### src/rtl/fb_dyn_branch_pred_pkg.sv
// Shared opcodes, BHT counter encodings, jalr lock states and immediate decode
// for the dynamic branch predictor.
package fb_dyn_branch_pred_pkg;

  localparam logic [6:0] FB_OPC_JAL    = 7'b1101111;
  localparam logic [6:0] FB_OPC_JALR   = 7'b1100111;
  localparam logic [6:0] FB_OPC_BRANCH = 7'b1100011;

  localparam logic [1:0] FB_BHT_SNT = 2'b00;
  localparam logic [1:0] FB_BHT_WNT = 2'b01;
  localparam logic [1:0] FB_BHT_WT  = 2'b10;
  localparam logic [1:0] FB_BHT_ST  = 2'b11;

  typedef enum logic {
    FB_JL_IDLE = 1'b0,
    FB_JL_WAIT = 1'b1
  } fb_jl_state_e;

  // Sign-extended immediate for the control-transfer formats; zero for anything else.
  function automatic logic [31:0] fb_imm_gen(input logic [31:0] inst);
    logic [31:0] imm;
    case (inst[6:0])
      FB_OPC_JAL:    imm = {{12{inst[31]}}, inst[19:12], inst[20], inst[30:21], 1'b0};
      FB_OPC_JALR:   imm = {{20{inst[31]}}, inst[31:20]};
      FB_OPC_BRANCH: imm = {{20{inst[31]}}, inst[7], inst[30:25], inst[11:8], 1'b0};
      default:       imm = '0;
    endcase
    return imm;
  endfunction

endpackage

### src/rtl/fb_bht.sv
// Branch history table: array of 2-bit saturating counters, one combinational
// read port and one clocked saturating update port.
module fb_bht
  import fb_dyn_branch_pred_pkg::*;
#(
  parameter int unsigned BHT_DEPTH = 64,
  parameter logic [1:0]  BHT_INIT  = FB_BHT_WNT,
  localparam int unsigned IdxW     = $clog2(BHT_DEPTH)
) (
  input  logic            clk,
  input  logic            rst,
  input  logic [IdxW-1:0] rd_idx,
  output logic [1:0]      rd_ctr,
  input  logic            upd_en,
  input  logic [IdxW-1:0] upd_idx,
  input  logic            upd_taken
);

  logic [1:0] ctr_q [BHT_DEPTH];
  logic [1:0] upd_cur;
  logic [1:0] upd_nxt;

  // Read is the pre-update value; no write-to-read bypass.
  assign rd_ctr = ctr_q[rd_idx];

  always_comb begin
    upd_cur = ctr_q[upd_idx];
    upd_nxt = upd_cur;
    if (upd_taken) begin
      if (upd_cur != FB_BHT_ST) upd_nxt = upd_cur + 2'd1;
    end else begin
      if (upd_cur != FB_BHT_SNT) upd_nxt = upd_cur - 2'd1;
    end
  end

  always_ff @(posedge clk or posedge rst) begin
    if (rst) begin
      for (int i = 0; i < int'(BHT_DEPTH); i++) begin
        ctr_q[i] <= BHT_INIT;
      end
    end else if (upd_en) begin
      ctr_q[upd_idx] <= upd_nxt;
    end
  end

endmodule

### src/rtl/fb_dyn_branch_pred.sv
// IF-stage dynamic branch predictor with jalr one-cycle lock and EX-stage redirect.
// Optional statistics counters are enabled by defining FB_BPRED_STATS_EN.
module fb_dyn_branch_pred
  import fb_dyn_branch_pred_pkg::*;
#(
  parameter int unsigned XLEN      = 32,
  parameter int unsigned BHT_DEPTH = 64,
  parameter logic [1:0]  BHT_INIT  = FB_BHT_WNT,
  localparam int unsigned BHT_IDX_W = $clog2(BHT_DEPTH)
) (
  input  logic            clk,
  input  logic            rst,
  input  logic            if_valid,
  input  logic [XLEN-1:0] pc,
  input  logic [31:0]     inst,
  input  logic [XLEN-1:0] rs1_data,
  input  logic            ex_valid,
  input  logic [XLEN-1:0] ex_pc,
  input  logic            ex_taken,
  input  logic            ex_pred_taken,
  input  logic [XLEN-1:0] ex_target,
  output logic            pred_taken,
  output logic [XLEN-1:0] predict_pc,
  output logic            pc_src,
  output logic            lock,
  output logic            address_src,
  output logic [XLEN-1:0] redirect_pc,
  output logic            register_rst
`ifdef FB_BPRED_STATS_EN
  ,
  output logic [31:0]     stat_branches,
  output logic [31:0]     stat_mispred
`endif
);

  logic            is_jal;
  logic            is_jalr;
  logic            is_btype;
  logic [XLEN-1:0] imm_x;
  logic [XLEN-1:0] pc_seq;
  logic [XLEN-1:0] pc_imm;
  logic [XLEN-1:0] jalr_tgt;
  logic [1:0]      bht_ctr;
  logic            mispredict;

  fb_jl_state_e state_q, state_d;

  assign is_jal   = (inst[6:0] == FB_OPC_JAL);
  assign is_jalr  = (inst[6:0] == FB_OPC_JALR);
  assign is_btype = (inst[6:0] == FB_OPC_BRANCH);

  assign imm_x    = XLEN'($signed(fb_imm_gen(inst)));
  assign pc_seq   = pc + XLEN'(1);
  assign pc_imm   = pc + imm_x;
  assign jalr_tgt = (rs1_data + imm_x) & ~XLEN'(1);

  fb_bht #(
    .BHT_DEPTH (BHT_DEPTH),
    .BHT_INIT  (BHT_INIT)
  ) u_bht (
    .clk       (clk),
    .rst       (rst),
    .rd_idx    (pc[BHT_IDX_W-1:0]),
    .rd_ctr    (bht_ctr),
    .upd_en    (ex_valid),
    .upd_idx   (ex_pc[BHT_IDX_W-1:0]),
    .upd_taken (ex_taken)
  );

  assign pred_taken = is_btype & if_valid & bht_ctr[1];

  always_comb begin
    predict_pc = pc_seq;
    if (is_jal) begin
      predict_pc = pc_imm;
    end else if (is_jalr) begin
      predict_pc = jalr_tgt;
    end else if (is_btype) begin
      predict_pc = pred_taken ? pc_imm : pc_seq;
    end
  end

  assign pc_src = if_valid & (is_jal | is_btype | (is_jalr & (state_q == FB_JL_WAIT)));

  assign mispredict   = ex_valid & (ex_taken ^ ex_pred_taken);
  assign address_src  = mispredict;
  assign register_rst = mispredict;
  assign redirect_pc  = ex_taken ? ex_target : ex_pc + XLEN'(1);

  // A flush always wins over the jalr stall and drops any pending lock.
  always_comb begin
    state_d = state_q;
    lock    = 1'b0;
    case (state_q)
      FB_JL_IDLE: begin
        if (if_valid & is_jalr & ~mispredict) begin
          lock    = ~rst;
          state_d = FB_JL_WAIT;
        end
      end
      FB_JL_WAIT: state_d = FB_JL_IDLE;
      default:    state_d = FB_JL_IDLE;
    endcase
    if (mispredict) state_d = FB_JL_IDLE;
  end

  always_ff @(posedge clk or posedge rst) begin
    if (rst) begin
      state_q <= FB_JL_IDLE;
    end else begin
      state_q <= state_d;
    end
  end

`ifdef FB_BPRED_STATS_EN
  logic [31:0] stat_branches_q;
  logic [31:0] stat_mispred_q;

  always_ff @(posedge clk or posedge rst) begin
    if (rst) begin
      stat_branches_q <= '0;
      stat_mispred_q  <= '0;
    end else begin
      if (ex_valid)   stat_branches_q <= stat_branches_q + 32'd1;
      if (mispredict) stat_mispred_q  <= stat_mispred_q + 32'd1;
    end
  end

  assign stat_branches = stat_branches_q;
  assign stat_mispred  = stat_mispred_q;
`endif

endmodule
### config.mk
export PLATFORM = sky130hd
export DESIGN_NAME = fb_dyn_branch_pred
export DESIGN_NICKNAME = d
export VERILOG_FILES = /design/src/rtl/fb_dyn_branch_pred_pkg.sv /design/src/rtl/fb_bht.sv /design/src/rtl/fb_dyn_branch_pred.sv
export SDC_FILE = /design/constraint.sdc
export NUM_CORES = 1
export LEC_CHECK = 0
export ABC_AREA = 1
export BUFFER_PORTS_ARGS = -buffer_cell sky130_fd_sc_hd__buf_2
export CAP_MARGIN = 20
export CORE_UTILIZATION = 45
export CTS_BUF_LIST = sky130_fd_sc_hd__clkbuf_2 sky130_fd_sc_hd__clkbuf_4 sky130_fd_sc_hd__clkbuf_8
export DETAILED_ROUTE_END_ITERATION = 6
export PLACE_DENSITY_LB_ADDON = 0.08
export SYNTH_ARGS = -nofsm -noshare
export SYNTH_HDL_FRONTEND = slang
export SYNTH_HIERARCHICAL = 1
export SYNTH_SLANG_ARGS = --single-unit
### constraint.sdc
create_clock -name clk -period 6.9 [get_ports clk]
set_clock_uncertainty 0.1 [all_clocks]
set_input_delay 1.035 -clock clk [delete_from_list [all_inputs] [get_ports clk]]
set_output_delay 1.035 -clock clk [all_outputs]
set_load 0.05 [all_outputs]
==> impl_metrics.ini, run 1 <==
[status]
outcome = finished clean

[global_route]
antenna_found_initial = 4
grt_max_degree = 66
gr-total-overflow = 0
use_met2 = 0.596
met1_usage = 0.448
grt_pass1_vias = 16700
grt_most_used_layer = met2
grtUsageMet3 = 0.0539
grt_first_pass_wirelength_microns = 93900
track_usage = 0.357

[pwr]
intPower_w = 0.00136
seqPwrFrac = 0.405
ir_drop_v = 0.000161
switching_power_w = 0.000955
p_leak_nw = 9.27
p_clk_frac = 0.262
combPwrFrac = 0.332
netSwitchingFraction = 0.413
power_density_nw_per_um2 = 138

[timing]
clock.fmax_mhz = 167
setup_tns_ps = 0
min_period_ps = 6000
finalMaxSlewViolations = 0
post-route-period-util = 0.870
relSlewSlack = 0.322
worstMarginPinSlew_ps = 1020
finalHoldViolCount = 0
setup_viol = 0
grt_setup_unrepaired = no

[clock_tree]
cts_setup_buffers = 0
clk_path_buf_depth = 2
cts_tree = built
path_clk_slew_ps = 80
insertion_delay_ps = 450
cts_hold_buf = 0
clock-sinks = 129
cts_resized = 0
cts_buffers = 17
cts.root.buffer_cell = clkbuf_8
h-tree-depth = 4

[logic_synthesis]
syn_nets = 2902
synth_cells = 2702
synth_area_sq_um = 15100
synth_area_per_cell_sq_um = 5.59
ys.warnings.count = 6

[critical_path]
arrival_ps = 4870
endpoint_kind = output port
cp_max_fo = 24
worst-setup-path-type = in -> out
start_kind = primary input
critPathRequiredTime_ps = 5760

[final_layout]
stdcell_count = 3327
num-nets-final = 3068
drive_gt1_frac = 0.149
areaGrowthSynthToFinish_pct = 11.0
fill_cells = 3613

[detailed_routing]
detail_route.wl_per_cell_microns = 18.7
vias_per_cell = 5.52
antenna_left = 0
drtIter0Drc = 1551
vias = 18400
drc = 0
routed_wl_microns = 62100
drt_first_pass_iters = 5

[placement]
hpwlAfterDp_microns = 48100
numPortBuffers = 234
gp_congestion = 1.05
dp.cells = 3291

[floorplanning]
fp.dieW_microns = 185
die_area_sq_um = 34300
chipHeight_microns = 185
ioPinCount = 235
core_area_sq_um = 32800
rows = 66
start_util = 0.461

[hold_path]
min_path_type = in -> async

[job]
maxCapViolCount = 0
-- worst paths after layout --
path / slack [ps] / end / cells past startpoint / start
worst max-delay path: 900 / predict_pc[13] / 15 / pc[0]
worst min-delay path: 360 / state_q / 2 / rst
worst max register to register: 4300 / u_bht/ctr_q[111] / 11 / u_bht/ctr_q[63]
worst min register to register: 370 / u_bht/ctr_q[46] / 2 / u_bht/ctr_q[46]
max in group asynchronous: 4680 / u_bht/ctr_q[93] / 3 / rst
min in group clk: 370 / u_bht/ctr_q[46] / 2 / u_bht/ctr_q[46]
-- critical path, stage by stage --
cell	delay (ps)
buf_2	220
inv_1	550
o21ai_0	170
o221ai_1	210
o211ai_1	130
nand3_1	90
nand3_1	60
nand2_1	110
nand3_1	600
nand2_1	430
clkinv_1	360
o21ai_0	180
o22ai_1	100
a22oi_1	260
buf_2	330
-- through the flow --
| stage | util | cell area, sq um | power (W) | hold slack (ps) | setup slack (ps) |
|---|---|---|---|---|---|
| 2_1_floorplan | - | 15100 | 0.00146 | 332 | 1710 |
| 3_3_place_gp | 0.500 | 16400 | 0.00170 | 348 | 1090 |
| 3_5_place_dp | 0.500 | 16400 | 0.00170 | 356 | 980 |
| 4_1_cts | 0.511 | 16800 | 0.00231 | 327 | 961 |
| 5_1_grt | 0.511 | 16800 | 0.00243 | 339 | 605 |
| 6_report | 0.511 | 16800 | 0.00231 | 360 | 896 |
-- routing by layer --
| layer | routed length (microns) | vias to the layer above |
|---|---|---|
| met3 | 4590 | 182 |
| met1 | 25600 | 8457 |
| met5 | 8 | - |
| li1 | - | 8868 |
| met2 | 28700 | 859 |
| met4 | 3160 | 2 |
-- power groups by stage --
stage / registers [W] / logic (W) / clock network, W
floorplan: 0.000926 / 0.000537 / 0
global placement: 0.000947 / 0.000752 / 0
detailed placement: 0.000946 / 0.000758 / 0
CTS: 0.000935 / 0.000760 / 0.000616
global route: 0.000946 / 0.000842 / 0.000644
finish: 0.000937 / 0.000768 / 0.000606
-- flip-flops by register name (all words and copies together), names as in the netlist --
name,flops
u_bht/ctr_q,128
state_q,1
-- placed cells by master (no fill, tap or decap), types with 15 or more instances in the layout --
cell type,n
nor3_1,36
buf_2,234
inv_1,321
xor2_1,41
nand2_1,1083
a21oi_1,95
nand3_1,228
o21ai_0,124
ha_1,34
xnor2_1,15
nor2_2,20
nand2_2,16
dfstp_2,64
clkbuf_8,17
dfrtp_1,65
o211ai_1,20
nand4_1,28
nor2_1,273
-- cell type report --
cell class	count	area [sq um]	share of cell area
antenna	4	10.0	0.000597
clock buffer	19	249	0.0149
clock inverter	13	106	0.00634
inverter	338	1270	0.0761
multi-input combinational	2135	9990	0.596
sequential	129	3310	0.197
tap	442	553	0.0330
timing repair buffer	247	1270	0.0757
Note: power is estimated with default switching activity, not from simulation.
==> run 2: changes to the inputs <==
--- a/config.mk
+++ b/config.mk
@@ -8,11 +8,12 @@
 export ABC_AREA = 1
 export BUFFER_PORTS_ARGS = -buffer_cell sky130_fd_sc_hd__buf_2
 export CAP_MARGIN = 20
-export CORE_UTILIZATION = 45
+export CELL_PAD_IN_SITES_DETAIL_PLACEMENT = 0
+export CELL_PAD_IN_SITES_GLOBAL_PLACEMENT = 1
+export CORE_UTILIZATION = 43
 export CTS_BUF_LIST = sky130_fd_sc_hd__clkbuf_2 sky130_fd_sc_hd__clkbuf_4 sky130_fd_sc_hd__clkbuf_8
 export DETAILED_ROUTE_END_ITERATION = 6
 export PLACE_DENSITY_LB_ADDON = 0.08
 export SYNTH_ARGS = -nofsm -noshare
 export SYNTH_HDL_FRONTEND = slang
-export SYNTH_HIERARCHICAL = 1
 export SYNTH_SLANG_ARGS = --single-unit
==> impl_metrics.ini, run 2 <==
[status]
outcome = finished clean

[clock_tree]
cts_buffers = 17
cts.root.buffer_cell = clkbuf_8
clock-sinks = 129
cts_setup_buffers = 0
h-tree-depth = 4
insertion_delay_ps = 460
clk_path_buf_depth = 2
cts_tree = built
cts_hold_buf = 0
cts_resized = 0
path_clk_slew_ps = 80

[detailed_routing]
vias = 16500
routed_wl_microns = 56200
drc = 0
drt_first_pass_iters = 6
vias_per_cell = 5.50
detail_route.wl_per_cell_microns = 18.8
drtIter0Drc = 1313
antenna_left = 0

[floorplanning]
chipHeight_microns = 181
fp.dieW_microns = 181
ioPinCount = 235
start_util = 0.438
die_area_sq_um = 32800
rows = 65
core_area_sq_um = 31600

[final_layout]
fin_util = 0.501
top_register = u_bht.ctr_q
fill_cells = 3500
areaGrowthSynthToFinish_pct = 14.4
top_regs = u_bht.ctr_q x128, state_q x1
drive_gt1_frac = 0.145
num-nets-final = 2774
seq_area_sq_um = 3310
mostFrequentLayoutCells = nand2_1, inv_1, nor2_1
mostFrequentLayoutCell = nand2_1
multiInputGateArea_sq_um = 8950
largest_reg_flops = 128

[logic_synthesis]
seq_area_frac_synth = 0.239
dominantRegCellSynth = dfrtp_1
synth_area_per_cell_sq_um = 5.82
synth_most_common_cell = nand2_1
synth_cells = 2372
synthXorXnorAreaFrac = 0.0501
synth_edf_count = 0
yosysTopAreaCellShare = 0.199
ys_types = 52
synth_top_family_by_area = simple AND/OR/NAND/NOR gates
synth_compound_area_frac = 0.180
synth_commonest_cells = nand2_1, inv_1, nor2_1
ys.warnings.count = 0
synth_area_sq_um = 13800
synthTopCellsByArea = nand2_1, dfstp_2, dfrtp_1
synthAdderAreaFrac = 0.0308
synthSimpleGateAreaFrac = 0.386
ys_ff_latch = 129
synth_top_cell_by_area = nand2_1
syn_nets = 2572
async_flop_share = 1.00
synthMuxAreaShare = 0.000725

[timing]
relSlewSlack = 0.339
setup_tns_ps = 0
post-route-period-util = 0.833
finalMaxSlewViolations = 0
clock.fmax_mhz = 174
worstMarginPinSlew_ps = 985
min_period_ps = 5740
finalHoldViolCount = 0
setup_viol = 0
grt_setup_unrepaired = no

[global_route]
grt_first_pass_wirelength_microns = 87100
antenna_found_initial = 1
grt_pass1_vias = 15900
gr-total-overflow = 0
grt_max_degree = 76
track_usage = 0.341

[critical_path]
critPathRequiredTime_ps = 5760
max_stage_delay_ps = 370
rr_endpoint = u_bht.ctr_q[71]
arrival_ps = 4610
worstPathCellList = buf_2, nand2_1, nor2_1, nand2_1, inv_1, buf_4, nand2_1, nand2_1, ha_1, inv_1, nor3_1, inv_1, o21ai_0, inv_1, nand2_1, o21ai_0, o22ai_1, nand2_1, o21ai_0, buf_2
start_kind = primary input
rr_startpoint = u_bht.ctr_q[72]
reg2reg_slack_ps = 3690
cp_max_fo = 19
worst-setup-path-type = in -> out
cp_slowest_cell = o21ai_0
endpoint_kind = output port
crit_top_cell = nand2_1
worstRegToRegCells = 11

[placement]
numPortBuffers = 234
hpwlAfterDp_microns = 44200
gp_congestion = 0.986

[hold_path]
min_to = u_bht.ctr_q[28]
hold_path_depth = 2
hp-start = u_bht.ctr_q[28]
min_path_type = reg -> reg

[pwr]
power_density_nw_per_um2 = 159
p_total_w = 0.00251
p_leak_nw = 8.13
ir_drop_v = 0.000161

[job]
maxCapViolCount = 0
## run 2: layout make-up
type / instances / share of cell area
clock buffers: 20 / 0.0170
inverters: 331 / 0.0788
clock inverters: 12 / 0.0146
diodes: 1 / 0.000158
multi-input cells: 1845 / 0.567
well taps: 402 / 0.0318
flip-flops and latches: 129 / 0.209
repair buffers: 250 / 0.0817
## run 2: metal layers
metal	track usage	wire, microns
met3	0.0274	2980
met1	0.415	23000
met5	0	0
met4	0.195	3250
met2	0.590	27000
## run 2: worst max-delay path by stage
stage / start / to / slack, ps / cells past startpoint
final: inst[2] / predict_pc[15] / 1160 / 20
after global routing: inst[1] / predict_pc[24] / 970 / 21
after CTS: inst[2] / predict_pc[20] / 1250 / 21
after detailed placement: inst[2] / predict_pc[20] / 1270 / 21
after global placement: inst[6] / predict_pc[20] / 1280 / 21
after floorplan: inst[1] / predict_pc[18] / 1640 / 18
## run 2: power breakdown
| part | total, W | internal [W] | switching, W | leakage, nW |
|---|---|---|---|---|
| combinational | 0.000726 | 0.000212 | 0.000514 | 6.34 |
| sequential | 0.000966 | 0.000898 | 0.0000681 | 1.55 |
| clock | 0.000822 | 0.000492 | 0.000329 | 0.243 |
| total | 0.00251 | 0.00160 | 0.000911 | 8.13 |
## run 2: kinds of logic (layout without fill, tap and decap cells)
group           count (synthesis)  after routing
buf+inv                       398            613
fa+ha+maj                      34             34
compound gates                435            435
simple gates                 1296           1296
other cells                     0              1
xor+xnor                       79             79
flops                         129            129
mux                             1              1
## run 2: worst max-delay path: cells and delay by family
family                     cells  cell delay (ps)
AOI/OAI and AO/OA              4              880
adders and majority gates      1              230
buffers and inverters          7             1250
and+or+nand+nor                8             1200
## run 2: stage by stage
step	worst slack [ps]	cell area, sq um	hold WS, ps	std cells
floorplan	1640	13800	346	2372
global placement	1280	15300	355	2957
detailed placement	1270	15300	357	2957
CTS	1250	15800	371	2989
global route	973	15800	389	2990
finish	1160	15800	373	2990
==> run 3: changes to the inputs <==
--- a/config.mk
+++ b/config.mk
@@ -10,7 +10,7 @@
 export CAP_MARGIN = 20
 export CELL_PAD_IN_SITES_DETAIL_PLACEMENT = 0
 export CELL_PAD_IN_SITES_GLOBAL_PLACEMENT = 1
-export CORE_UTILIZATION = 43
+export CORE_UTILIZATION = 36
 export CTS_BUF_LIST = sky130_fd_sc_hd__clkbuf_2 sky130_fd_sc_hd__clkbuf_4 sky130_fd_sc_hd__clkbuf_8
 export DETAILED_ROUTE_END_ITERATION = 6
 export PLACE_DENSITY_LB_ADDON = 0.08
==> constraint.sdc (replaced) <==
create_clock -name clk -period 5.1 [get_ports clk]
set_clock_uncertainty 0.1 [all_clocks]
set_input_delay 0.765 -clock clk [delete_from_list [all_inputs] [get_ports clk]]
set_output_delay 0.765 -clock clk [all_outputs]
set_load 0.05 [all_outputs]
==> impl_metrics.ini, run 3 (synthesis results as in run 2) <==
[status]
outcome = finished clean

[floorplanning]
rows = 71
die_area_sq_um = 39200
start_util = 0.366
ioPinCount = 235
core_area_sq_um = 37800
fp.dieW_microns = 198
chipHeight_microns = 198

[placement]
numPortBuffers = 234
post-place-ws_ps = 144
hpwlAfterDp_microns = 46900
gp_congestion = 0.993

[critical_path]
crit_top_cell = nand2_1
start_kind = primary input
cp_slowest_cell = nor2_4
critPathRequiredTime_ps = 4240
worstPathCellList = buf_2, nand2_1, nor2_4, buf_4, o211ai_4, nor2_4, buf_12, nor2_1, nor2_1, nand2_1, nor2_1, inv_1, nor2_1, nand3_1, nand3_1, nand3_1, nand2_1, nand2_1, nand2_1, buf_2
worst-setup-path-type = in -> out
cp_max_fo = 24
worstRegToRegCells = 12
endpoint_kind = output port
arrival_ps = 4070
max_stage_delay_ps = 350

[detailed_routing]
drtIter0Drc = 1137
vias_per_cell = 5.18
m1WireLength_microns = 26000
wl_met3_microns = 2800
antenna_left = 0
routed_wl_microns = 58900
detail_route.wl_per_cell_microns = 18.8
wl_met2_microns = 28800
vias = 16200
drt_first_pass_iters = 7
top_layer_used = met4
drc = 0

[timing]
finalMaxSlewViolations = 0
min_period_ps = 4940
setup_viol = 0
worst_slack_ps = 161
worstMarginPinSlew_ps = 829
relSlewSlack = 0.447
setup_tns_ps = 0
post-route-period-util = 0.969
finalHoldViolCount = 0
clock.fmax_mhz = 202
grt_setup_unrepaired = no

[final_layout]
multiInputGateArea_sq_um = 8960
areaGrowthSynthToFinish_pct = 17.2
fin_util = 0.429
num_antenna_cells = 0
seq_area_sq_um = 3310
top_register = u_bht.ctr_q
largest_reg_flops = 128
mostFrequentLayoutCell = nand2_1
drive_gt1_frac = 0.158
num-nets-final = 2809
fill_cells = 4269
top_regs = u_bht.ctr_q x128, state_q x1
mostFrequentLayoutCells = nand2_1, inv_1, nor2_1

[global_route]
antenna_found_initial = 0
grt_first_pass_wirelength_microns = 89900
grt_max_degree = 53
grt_pass1_vias = 15600
gr-total-overflow = 0
track_usage = 0.301

[clock_tree]
cts_hold_buf = 0
cts_resized = 0
cts_setup_buffers = 0
insertion_delay_ps = 460
cts_buffers = 17
cts.root.buffer_cell = clkbuf_8
cts_tree = built
h-tree-depth = 4
path_clk_slew_ps = 90
clock-sinks = 129
clk_path_buf_depth = 2

[pwr]
ir_drop_v = 0.000219
p_leak_nw = 8.28
p_total_w = 0.00320
power_density_nw_per_um2 = 198

[hold_path]
min_path_type = in -> async

[job]
maxCapViolCount = 0
run 3: cell count changes in the layout (fill, tap and decap cells not counted), sizes merged:
cell	delta
buf	+35
bufinv	-4
clkbuf	-2
clkinv	+2
clkinvlp	+2
inv	+2
diode	-1
run 3: worst paths after layout:
check | startpoint | endpoint | slack [ps]
hold reg to reg | u_bht.ctr_q[36] | u_bht.ctr_q[36] | 370
setup / recovery | inst[6] | predict_pc[24] | 160
hold / removal | rst | state_q | 310
min in group clk | u_bht.ctr_q[36] | u_bht.ctr_q[36] | 370
max in group asynchronous | rst | u_bht.ctr_q[100] | 3540
setup reg to reg | u_bht.ctr_q[88] | u_bht.ctr_q[70] | 2570
run 3: layout make-up:
class,instances,area share
Tap cell,511,0.0395
Clock inverter,14,0.00989
Clock buffer,18,0.0149
Multi-Input combinational cell,1845,0.554
Inverter,331,0.0769
Timing Repair Buffer,285,0.101
Sequential cell,129,0.204
run 3: where the power goes:
group	switching (W)	total, W	leakage (nW)	internal, W
Sequential	0.0000854	0.00130	1.55	0.00121
Clock	0.000447	0.000893	0.189	0.000446
Combinational	0.000709	0.00101	6.54	0.000302
Total	0.00124	0.00320	8.28	0.00196
run 3: layer usage:
layer / vias up / GRT usage
met5: - / 0
met4: 0 / 0.0856
met3: 68 / 0.0264
met2: 490 / 0.535
met1: 7488 / 0.385
li1: 8172 / -
run 3: critical path: cells and delay by family:
kind                   cells  cell delay [ps]
AO/OA/AOI/OAI              1              170
buffers and inverters      5              870
AND/OR/NAND/NOR           14             2260
run 3: per-stage QoR:
step                hold WS (ps)  cells  area [sq um]
finish                       309   3133         16200
global route                 356   3133         16200
CTS                          317   3133         16200
detailed placement           356   3101         15800
global placement             355   3101         15800
floorplan                    346   2372         13800
